--- src/rtl/multicycle_ctrl_pkg.sv ---
// Shared encodings for the multi-cycle MIPS control path: opcodes, FSM
// states, datapath mux codes and the packed control word.
package multicycle_ctrl_pkg;

  // Opcodes (IR[31:26])
  localparam logic [5:0] OP_RTYPE = 6'h00;
  localparam logic [5:0] OP_LW    = 6'h23;
  localparam logic [5:0] OP_SW    = 6'h2B;
  localparam logic [5:0] OP_BEQ   = 6'h04;
  localparam logic [5:0] OP_J     = 6'h02;
  localparam logic [5:0] OP_ADDI  = 6'h08;

  // FSM state encodings; 13..15 are unused and recover through FETCH
  typedef enum logic [3:0] {
    S_IDLE      = 4'd0,
    S_FETCH     = 4'd1,
    S_DECODE    = 4'd2,
    S_MEM_ADDR  = 4'd3,
    S_MEM_READ  = 4'd4,
    S_MEM_WB    = 4'd5,
    S_MEM_WRITE = 4'd6,
    S_EXECUTE   = 4'd7,
    S_R_WB      = 4'd8,
    S_BRANCH    = 4'd9,
    S_JUMP      = 4'd10,
    S_ADDI_EX   = 4'd11,
    S_ADDI_WB   = 4'd12
  } state_e;

  // ALU B-operand select
  localparam logic [1:0] ASB_B      = 2'b00;
  localparam logic [1:0] ASB_FOUR   = 2'b01;
  localparam logic [1:0] ASB_IMM    = 2'b10;
  localparam logic [1:0] ASB_IMM_SH = 2'b11;

  // ALU operation
  localparam logic [1:0] AOP_ADD   = 2'b00;
  localparam logic [1:0] AOP_SUB   = 2'b01;
  localparam logic [1:0] AOP_FUNCT = 2'b10;

  // PC source select
  localparam logic [1:0] PCS_ALU    = 2'b00;
  localparam logic [1:0] PCS_ALUOUT = 2'b01;
  localparam logic [1:0] PCS_JUMP   = 2'b10;

  // Full control word driven each cycle
  typedef struct packed {
    logic       pc_write;
    logic       pc_write_cond;
    logic       iord;
    logic       mem_read;
    logic       mem_write;
    logic       ir_write;
    logic       mem_to_reg;
    logic       reg_dst;
    logic       reg_write;
    logic       alu_src_a;
    logic [1:0] alu_src_b;
    logic [1:0] alu_op;
    logic [1:0] pc_source;
    logic       instr_done;
    logic       illegal_op;
  } ctrl_t;

endpackage

--- src/rtl/multicycle_ctrl_decode.sv ---
// Purely combinational map {state, mem_ready, opcode} -> next state and
// control word. The state flop lives in the top.
module multicycle_ctrl_decode
  import multicycle_ctrl_pkg::*;
(
  input  logic [3:0] state,
  input  logic       mem_ready,
  input  logic [5:0] opcode,
  output logic [3:0] next_state,
  output ctrl_t      ctrl
);

  // opcode matches one of the supported instructions
  logic op_legal;
  assign op_legal = (opcode == OP_RTYPE) || (opcode == OP_LW)  || (opcode == OP_SW) ||
                    (opcode == OP_BEQ)   || (opcode == OP_J)   || (opcode == OP_ADDI);

  // Next-state logic; memory states hold until mem_ready
  always_comb begin
    next_state = S_FETCH;
    case (state)
      S_FETCH:     next_state = mem_ready ? S_DECODE : S_FETCH;
      S_DECODE: begin
        case (opcode)
          OP_LW, OP_SW: next_state = S_MEM_ADDR;
          OP_RTYPE:     next_state = S_EXECUTE;
          OP_BEQ:       next_state = S_BRANCH;
          OP_J:         next_state = S_JUMP;
          OP_ADDI:      next_state = S_ADDI_EX;
          default:      next_state = S_FETCH;
        endcase
      end
      S_MEM_ADDR:  next_state = (opcode == OP_SW) ? S_MEM_WRITE : S_MEM_READ;
      S_MEM_READ:  next_state = mem_ready ? S_MEM_WB : S_MEM_READ;
      S_MEM_WRITE: next_state = mem_ready ? S_FETCH : S_MEM_WRITE;
      S_EXECUTE:   next_state = S_R_WB;
      S_ADDI_EX:   next_state = S_ADDI_WB;
      default:     next_state = S_FETCH;  // IDLE, single-cycle tails, unencoded
    endcase
  end

  // Output decode: Moore per state, with mem_ready gating in FETCH/MEM_WRITE
  always_comb begin
    ctrl = '0;
    case (state)
      S_FETCH: begin
        ctrl.mem_read  = 1'b1;
        ctrl.alu_src_b = ASB_FOUR;
        ctrl.alu_op    = AOP_ADD;
        ctrl.pc_source = PCS_ALU;
        ctrl.ir_write  = mem_ready;
        ctrl.pc_write  = mem_ready;
      end
      S_DECODE: begin
        // branch target precomputed into ALUOut
        ctrl.alu_src_b  = ASB_IMM_SH;
        ctrl.alu_op     = AOP_ADD;
        ctrl.illegal_op = ~op_legal;
        ctrl.instr_done = ~op_legal;
      end
      S_MEM_ADDR, S_ADDI_EX: begin
        ctrl.alu_src_a = 1'b1;
        ctrl.alu_src_b = ASB_IMM;
        ctrl.alu_op    = AOP_ADD;
      end
      S_MEM_READ: begin
        ctrl.mem_read = 1'b1;
        ctrl.iord     = 1'b1;
      end
      S_MEM_WB: begin
        ctrl.reg_write  = 1'b1;
        ctrl.mem_to_reg = 1'b1;
        ctrl.instr_done = 1'b1;
      end
      S_MEM_WRITE: begin
        ctrl.mem_write  = 1'b1;
        ctrl.iord       = 1'b1;
        ctrl.instr_done = mem_ready;
      end
      S_EXECUTE: begin
        ctrl.alu_src_a = 1'b1;
        ctrl.alu_src_b = ASB_B;
        ctrl.alu_op    = AOP_FUNCT;
      end
      S_R_WB: begin
        ctrl.reg_write  = 1'b1;
        ctrl.reg_dst    = 1'b1;
        ctrl.instr_done = 1'b1;
      end
      S_BRANCH: begin
        ctrl.alu_src_a     = 1'b1;
        ctrl.alu_src_b     = ASB_B;
        ctrl.alu_op        = AOP_SUB;
        ctrl.pc_write_cond = 1'b1;
        ctrl.pc_source     = PCS_ALUOUT;
        ctrl.instr_done    = 1'b1;
      end
      S_JUMP: begin
        ctrl.pc_write   = 1'b1;
        ctrl.pc_source  = PCS_JUMP;
        ctrl.instr_done = 1'b1;
      end
      S_ADDI_WB: begin
        ctrl.reg_write  = 1'b1;
        ctrl.instr_done = 1'b1;
      end
      default: ctrl = '0;  // IDLE and unencoded states drive nothing
    endcase
  end

endmodule

--- src/rtl/multicycle_ctrl.sv ---
// Main control FSM for the multi-cycle MIPS datapath. Holds the state
// register; all decoding is in multicycle_ctrl_decode.
module multicycle_ctrl
  import multicycle_ctrl_pkg::*;
(
  input  logic       clk,
  input  logic       rst_n,
  input  logic [5:0] opcode,
  input  logic       mem_ready,
  output logic       pc_write,
  output logic       pc_write_cond,
  output logic       iord,
  output logic       mem_read,
  output logic       mem_write,
  output logic       ir_write,
  output logic       mem_to_reg,
  output logic       reg_dst,
  output logic       reg_write,
  output logic       alu_src_a,
  output logic [1:0] alu_src_b,
  output logic [1:0] alu_op,
  output logic [1:0] pc_source,
  output logic       instr_done,
  output logic       illegal_op,
  output logic [3:0] state
);

  logic [3:0] state_q;
  logic [3:0] state_d;
  ctrl_t      ctrl;

  // State register; reset drops straight to IDLE so an instruction in flight is abandoned
  always_ff @(posedge clk or negedge rst_n) begin
    if (!rst_n) state_q <= S_IDLE;
    else        state_q <= state_d;
  end

  multicycle_ctrl_decode u_decode (
    .state      (state_q),
    .mem_ready  (mem_ready),
    .opcode     (opcode),
    .next_state (state_d),
    .ctrl       (ctrl)
  );

  assign state         = state_q;
  assign pc_write      = ctrl.pc_write;
  assign pc_write_cond = ctrl.pc_write_cond;
  assign iord          = ctrl.iord;
  assign mem_read      = ctrl.mem_read;
  assign mem_write     = ctrl.mem_write;
  assign ir_write      = ctrl.ir_write;
  assign mem_to_reg    = ctrl.mem_to_reg;
  assign reg_dst       = ctrl.reg_dst;
  assign reg_write     = ctrl.reg_write;
  assign alu_src_a     = ctrl.alu_src_a;
  assign alu_src_b     = ctrl.alu_src_b;
  assign alu_op        = ctrl.alu_op;
  assign pc_source     = ctrl.pc_source;
  assign instr_done    = ctrl.instr_done;
  assign illegal_op    = ctrl.illegal_op;

endmodule
--- config.mk ---
export PLATFORM = sky130hd
export DESIGN_NAME = multicycle_ctrl
export DESIGN_NICKNAME = d
export VERILOG_FILES = /design/src/rtl/multicycle_ctrl_pkg.sv /design/src/rtl/multicycle_ctrl_decode.sv /design/src/rtl/multicycle_ctrl.sv
export SDC_FILE = /design/constraint.sdc
export NUM_CORES = 1
export LEC_CHECK = 0
export ABC_CLOCK_PERIOD_IN_PS = 3360
export CORE_MARGIN = 2
export CORE_UTILIZATION = 41
export DETAILED_ROUTE_END_ITERATION = 16
export HOLD_SLACK_MARGIN = 0.05
export PLACE_DENSITY_LB_ADDON = 0.3
export REMOVE_ABC_BUFFERS = 1
export SLEW_MARGIN = 20
export SYNTH_ARGS = -nofsm -noshare
export SYNTH_HDL_FRONTEND = slang
export SYNTH_HIERARCHICAL = 1
export SYNTH_SLANG_ARGS = --single-unit
--- constraint.sdc ---
create_clock -name clk -period 3.36 [get_ports clk]
set_clock_uncertainty 0.15 [all_clocks]
set_input_delay 0.504 -clock clk [delete_from_list [all_inputs] [get_ports clk]]
set_output_delay 0.504 -clock clk [all_outputs]
set_load 0.005 [all_outputs]
After elaboration in Yosys (flattened, before gate mapping)
Cells that the tools add are included.
{"block": "op_classes", "n_reduce_logical": 13, "eq_ne": 17, "n_mux": 20, "n_bitwise": 1}
{"cell": "$pmux W4 S5", "n": 2}
{"cell": "$pmux W4 S7", "n": 1}
{"cell": "$eq A4 B4 Y1 const B", "n": 5}
{"cell": "$eq A4 B3 Y1 const B", "n": 4}
{"cell": "$eq A6 B6 Y1 const B", "n": 2}
{"cell": "$mux W1", "n": 11}
{"cell": "$eq A4 B2 Y1 const B", "n": 2}
{"cell": "$reduce_or A2 Y1", "n": 4}
{"cell": "$eq A6 B2 Y1 const B", "n": 1}
{"cell": "$eq A6 B3 Y1 const B", "n": 1}
{"cell": "$eq A6 B4 Y1 const B", "n": 1}
{"cell": "$logic_not A6 Y1", "n": 1}
{"cell": "$logic_or A1 B1 Y1", "n": 5}
{"cell": "$reduce_or A5 Y1", "n": 1}
{"cell": "$eq A4 B1 Y1 const B", "n": 1}
{"cell": "$mux W2", "n": 2}
{"cell": "$pmux W2 S2", "n": 1}
{"cell": "$reduce_or A4 Y1", "n": 1}
{"cell": "$mux W3", "n": 1}
{"cell": "$pmux W1 S3", "n": 1}
{"cell": "$reduce_or A3 Y1", "n": 1}
{"cell": "$pmux W1 S2", "n": 1}
{"cell": "$not A1 Y1", "n": 1}
{"block": "totals", "out_inout_bits": 22, "reg_bits": 4}

Logic depth before layout (Yosys ltp)
{"block": "logic_depth", "word_depth": 8, "ltp_mapped": 5}

By module
Netlist, hierarchy kept.
{"mod": "multicycle_ctrl_decode", "cells_per_inst": 76, "n_inst": 1, "seq_area_each_um2": 0.0, "area_per_inst_um2": 501.7}
{"mod": "multicycle_ctrl", "cells_per_inst": 4, "n_inst": 1, "seq_area_each_um2": 100.1, "area_per_inst_um2": 100.1}

Least setup slack after synthesis
OpenSTA, ideal clock, no wires.
{"block": "synth_timing", "path_kind": "input-to-output", "startpoint": "input opcode[3]", "endpoint": "output instr_done", "arrival_ns": 1.153, "path_stages": 3, "slack_ns": 1.553, "required_time_ns": 2.706, "cell_sequence": "maj3_2 -> o31ai_2 -> o311ai_1"}
{"block": "synth_via", "elab_chain_len": 8}
{"item": "from (decl)", "line": "multicycle_ctrl.sv:8", "rtl": "input logic [5:0] opcode,"}
{"item": "$eq A6 B6 Y1 / $logic_not A6 Y1 (equally long branches)", "line": "multicycle_ctrl_decode.sv:15", "rtl": "assign op_legal = (opcode == OP_RTYPE) || (opcode == OP_LW) || (opcode == OP_SW) ||"}
{"item": "$logic_or A1 B1 Y1 (3 in series)", "line": "multicycle_ctrl_decode.sv:15"}
{"item": "$logic_or A1 B1 Y1", "line": "multicycle_ctrl_decode.sv:16", "rtl": "(opcode == OP_BEQ) || (opcode == OP_J) || (opcode == OP_ADDI);"}
{"item": "$logic_or A1 B1 Y1 *", "line": "multicycle_ctrl_decode.sv:16"}
{"item": "$not A1 Y1 *", "line": "multicycle_ctrl_decode.sv:59", "rtl": "ctrl.instr_done = ~op_legal;"}
{"item": "$pmux W1 S3 *", "line": "multicycle_ctrl_decode.sv:45", "rtl": "case (state)"}
{"item": "to (decl)", "line": "multicycle_ctrl.sv:23", "rtl": "output logic instr_done,"}
Every way passes the cells marked *; elsewhere a longest branch is shown, timed or not.

Worst setup path after layout
{"block": "layout_timing", "startpoint": "input opcode[1]", "endpoint": "output illegal_op"}
{"block": "layout_via", "elab_chain_len": 8}
{"item": "$eq A6 B6 Y1 / $logic_not A6 Y1 (equally long branches)", "line": "multicycle_ctrl_decode.sv:15"}
{"item": "$logic_or A1 B1 Y1 (3 in series)", "line": "multicycle_ctrl_decode.sv:15"}
{"item": "$logic_or A1 B1 Y1", "line": "multicycle_ctrl_decode.sv:16"}
{"item": "$logic_or A1 B1 Y1 *", "line": "multicycle_ctrl_decode.sv:16"}
{"item": "$not A1 Y1 *", "line": "multicycle_ctrl_decode.sv:58", "rtl": "ctrl.illegal_op = ~op_legal;"}
{"item": "$mux W1 *", "line": "multicycle_ctrl_decode.sv:45"}
{"item": "to (decl)", "line": "multicycle_ctrl.sv:24", "rtl": "output logic illegal_op,"}
Marked as above.

==> impl_metrics.py <==
metrics = {
    "yosys": {
        "async_flop_share": 1.000,
        "synth-seq-area-share": 0.1663,
        "ys_warn_count": 6,
        "yosysMostFrequentCell": "nor2_1",
        "synth_cells": 80,
        "synth_area_leader_cell": "dfrtp_1",
        "ys_types": 39,
        "ys_ff_latch": 4,
        "ys_top_cells_by_area": "dfrtp_1 17%, nor2_1 6.9%, nand2b_1 5.2%",
        "synth_edf_count": 0,
        "synth_top_area_frac": 0.1663,
        "netlist_area_um2": 601.8,
        "ys.flop_type": "dfrtp_1",
        "syn_area_per_cell_um2": 7.523,
        "synth_common_cells": "11 x nor2_1, 6 x a21oi_1, 5 x nand2b_1",
    },
    "die": {
        "coreArea_um2": 1334,
        "io_pins": 31,
        "placementRows": 13,
        "die_y_um": 42.31,
        "dieWidth_um": 42.31,
        "dieArea_um2": 1790,
        "start_util": 0.4512,
    },
    "final_layout": {
        "drive_gt1_frac": 0.1019,
        "final_cell_area_um2": 903.4,
        "instances_no_fill": 123,
        "finish.net_count": 119,
        "syn_to_final_growth_pct": 50.10,
        "largest_register_ffs": 4,
        "n_antenna_cell": 0,
        "fillers": 115,
    },
    "placement": {
        "hpwl_mm": 1.340,
        "post_dp_cell_area_um2": 880.8,
        "dp_cells": 120,
        "pre_cts_slack_ns": 0.3350,
        "place_congestion": 0.8560,
        "port_buffers": 30,
    },
    "sta": {
        "hold_violations": 0,
        "worst_slew_pin_slew_ns": 0.6090,
        "slew_violations": 0,
        "hold_slack_ns": 0.3244,
        "fin_crit_sh": 0.8973,
        "grt_setup_unrepaired": "false",
        "tns_ns": 0,
        "finalWorstSetupSlack_ns": 0.3451,
        "setup_viol": 0,
        "fmax_mhz": 331.7,
        "fin_crit_ns": 3.015,
        "relSlewSlack": 0.5940,
    },
    "routing": {
        "drc": 0,
        "dr.pass1.iters": 4,
        "postRouteAntennaNets": 0,
        "wl_per_cell_um": 14.30,
        "drt_iter0_markers": 34,
        "wl_mm": 1.759,
        "vias": 733,
        "via_per_inst": 5.959,
    },
    "global_route": {
        "grt_first_pass_wirelength_mm": 3.042,
        "grt_pass1_vias": 678,
        "grt_max_degree": 21,
        "overflow": 0,
        "grt_use_total": 0.2095,
        "antenna_found_initial": 0,
    },
    "cts": {
        "cts_setup_buffers": 0,
        "h-tree-depth": 1,
        "ctsResizeCount": 0,
        "tritoncts": "built",
        "numCtsBuffers": 3,
        "clock-root-buffer": "clkbuf_4",
        "clockBufferDepth": 2,
        "clock-sinks": 4,
        "clk_pin_slew_worst_paths_ns": 0.04,
        "insertion_delay_ns": 0.23,
        "cts_hold_buffers": 0,
    },
    "outcome": {
        "status": "complete, no violations",
    },
    "critical_path": {
        "worstPathMaxFanout": 8,
        "cp.required_ns": 2.71,
        "crit_path_end_kind": "output port",
        "start_kind": "input pin",
        "crit_arrival_ns": 2.36,
        "r2r_start": "state[3]",
        "worstSetupPathType": "input pin to output port",
        "crit_start": "opcode[1]",
    },
    "power_and_ir_drop": {
        "p_leak_nw": 0.3291,
        "p_per_area_nw_per_um2": 673.3,
        "ir_drop_mv": 0.3109,
    },
    "hold_path": {
        "hp-class": "input pin to asynchronous set/reset pin",
    },
    "run": {
        "cap_violations": 0,
    },
}
-- layout by cell type, fill, tap and decap left out, drive strengths merged --
cell,count
a2111oi,2
clkbuf,3
nor4,2
maj3,1
or4,1
o31ai,2
nor3,2
nor2b,4
xnor2,1
o21ai,4
dfrtp,4
o211ai,1
nor2,11
o311ai,1
a211o,1
o22ai,1
a311oi,1
nand2,4
a211oi,2
a21oi,6
and4,1
or4b,1
nor4bb,3
a31oi,1
clkdlybuf4s50,30
o221ai,1
nand3,1
and4bb,1
nand4b,1
and3,1
inv,4
nand2b,6
xor2,1
buf,2
-- routing by layer --
| metal | vias to the layer above | part of all wire | global-route usage |
|---|---|---|---|
| li1 | 364 | - | - |
| met1 | 335 | 0.46 | 0.2751 |
| met2 | 32 | 0.49 | 0.3508 |
| met3 | 2 | 0.051 | 0.04310 |
| met4 | 0 | 0.0068 | 0.04375 |
| met5 | - | 0 | 0 |
-- final timing paths --
check | endpoint | slack, ns | depth (start not counted)
max | illegal_op | 0.35 | 5
min | state[1] | 0.32 | 1
max reg2reg | state[0] | 1.72 | 4
min reg2reg | state[2] | 0.76 | 3
max in group asynchronous | state[3] | 2.56 | 1
min in group clk | state[2] | 0.76 | 3
-- metrics by stage --
stage	util	power [mW]
after global placement	0.6604	0.5407
after detailed placement	0.6604	0.5467
final	0.6773	0.6082
after global routing	0.6773	0.6582
after CTS	0.6773	0.6109
after floorplan	-	0.3077
-- cells by family (layout without fill, tap and decap cells) --
group,Yosys count,after routing,share of synthesized area
xor gates and xnor gates,2,2,0.02911
DFF,4,4,0.1663
and+or+nand+nor,39,39,0.3971
adders and majority gates,1,1,0.01871
buffers and inverters,11,39,0.1164
AOI/OAI and AO/OA,23,23,0.2724
-- power by group --
part	total (mW)	switching [mW]	internal [mW]
Combinational	0.414	0.168	0.246
Clock	0.0591	0.0192	0.0399
Sequential	0.135	0.0701	0.0648
Total	0.608	0.258	0.351
-- final cells by class --
class | count | area (um^2) | area share
repair buffers | 32 | 315.3 | 0.3490
inverters | 4 | 15.01 | 0.01662
well taps | 15 | 18.77 | 0.02078
clock buffers | 3 | 22.52 | 0.02493
flip-flops and latches | 4 | 100.1 | 0.1108
multi-input cells | 65 | 431.7 | 0.4778
-- worst max-delay path, cell delays in order --
cell and delay, ns:
clkdlybuf4s50_1 0.61, maj3_2 0.24, o31ai_2 0.08, a2111oi_2 0.37, clkdlybuf4s50_1 0.56
(Power assumes the default switching activity.)
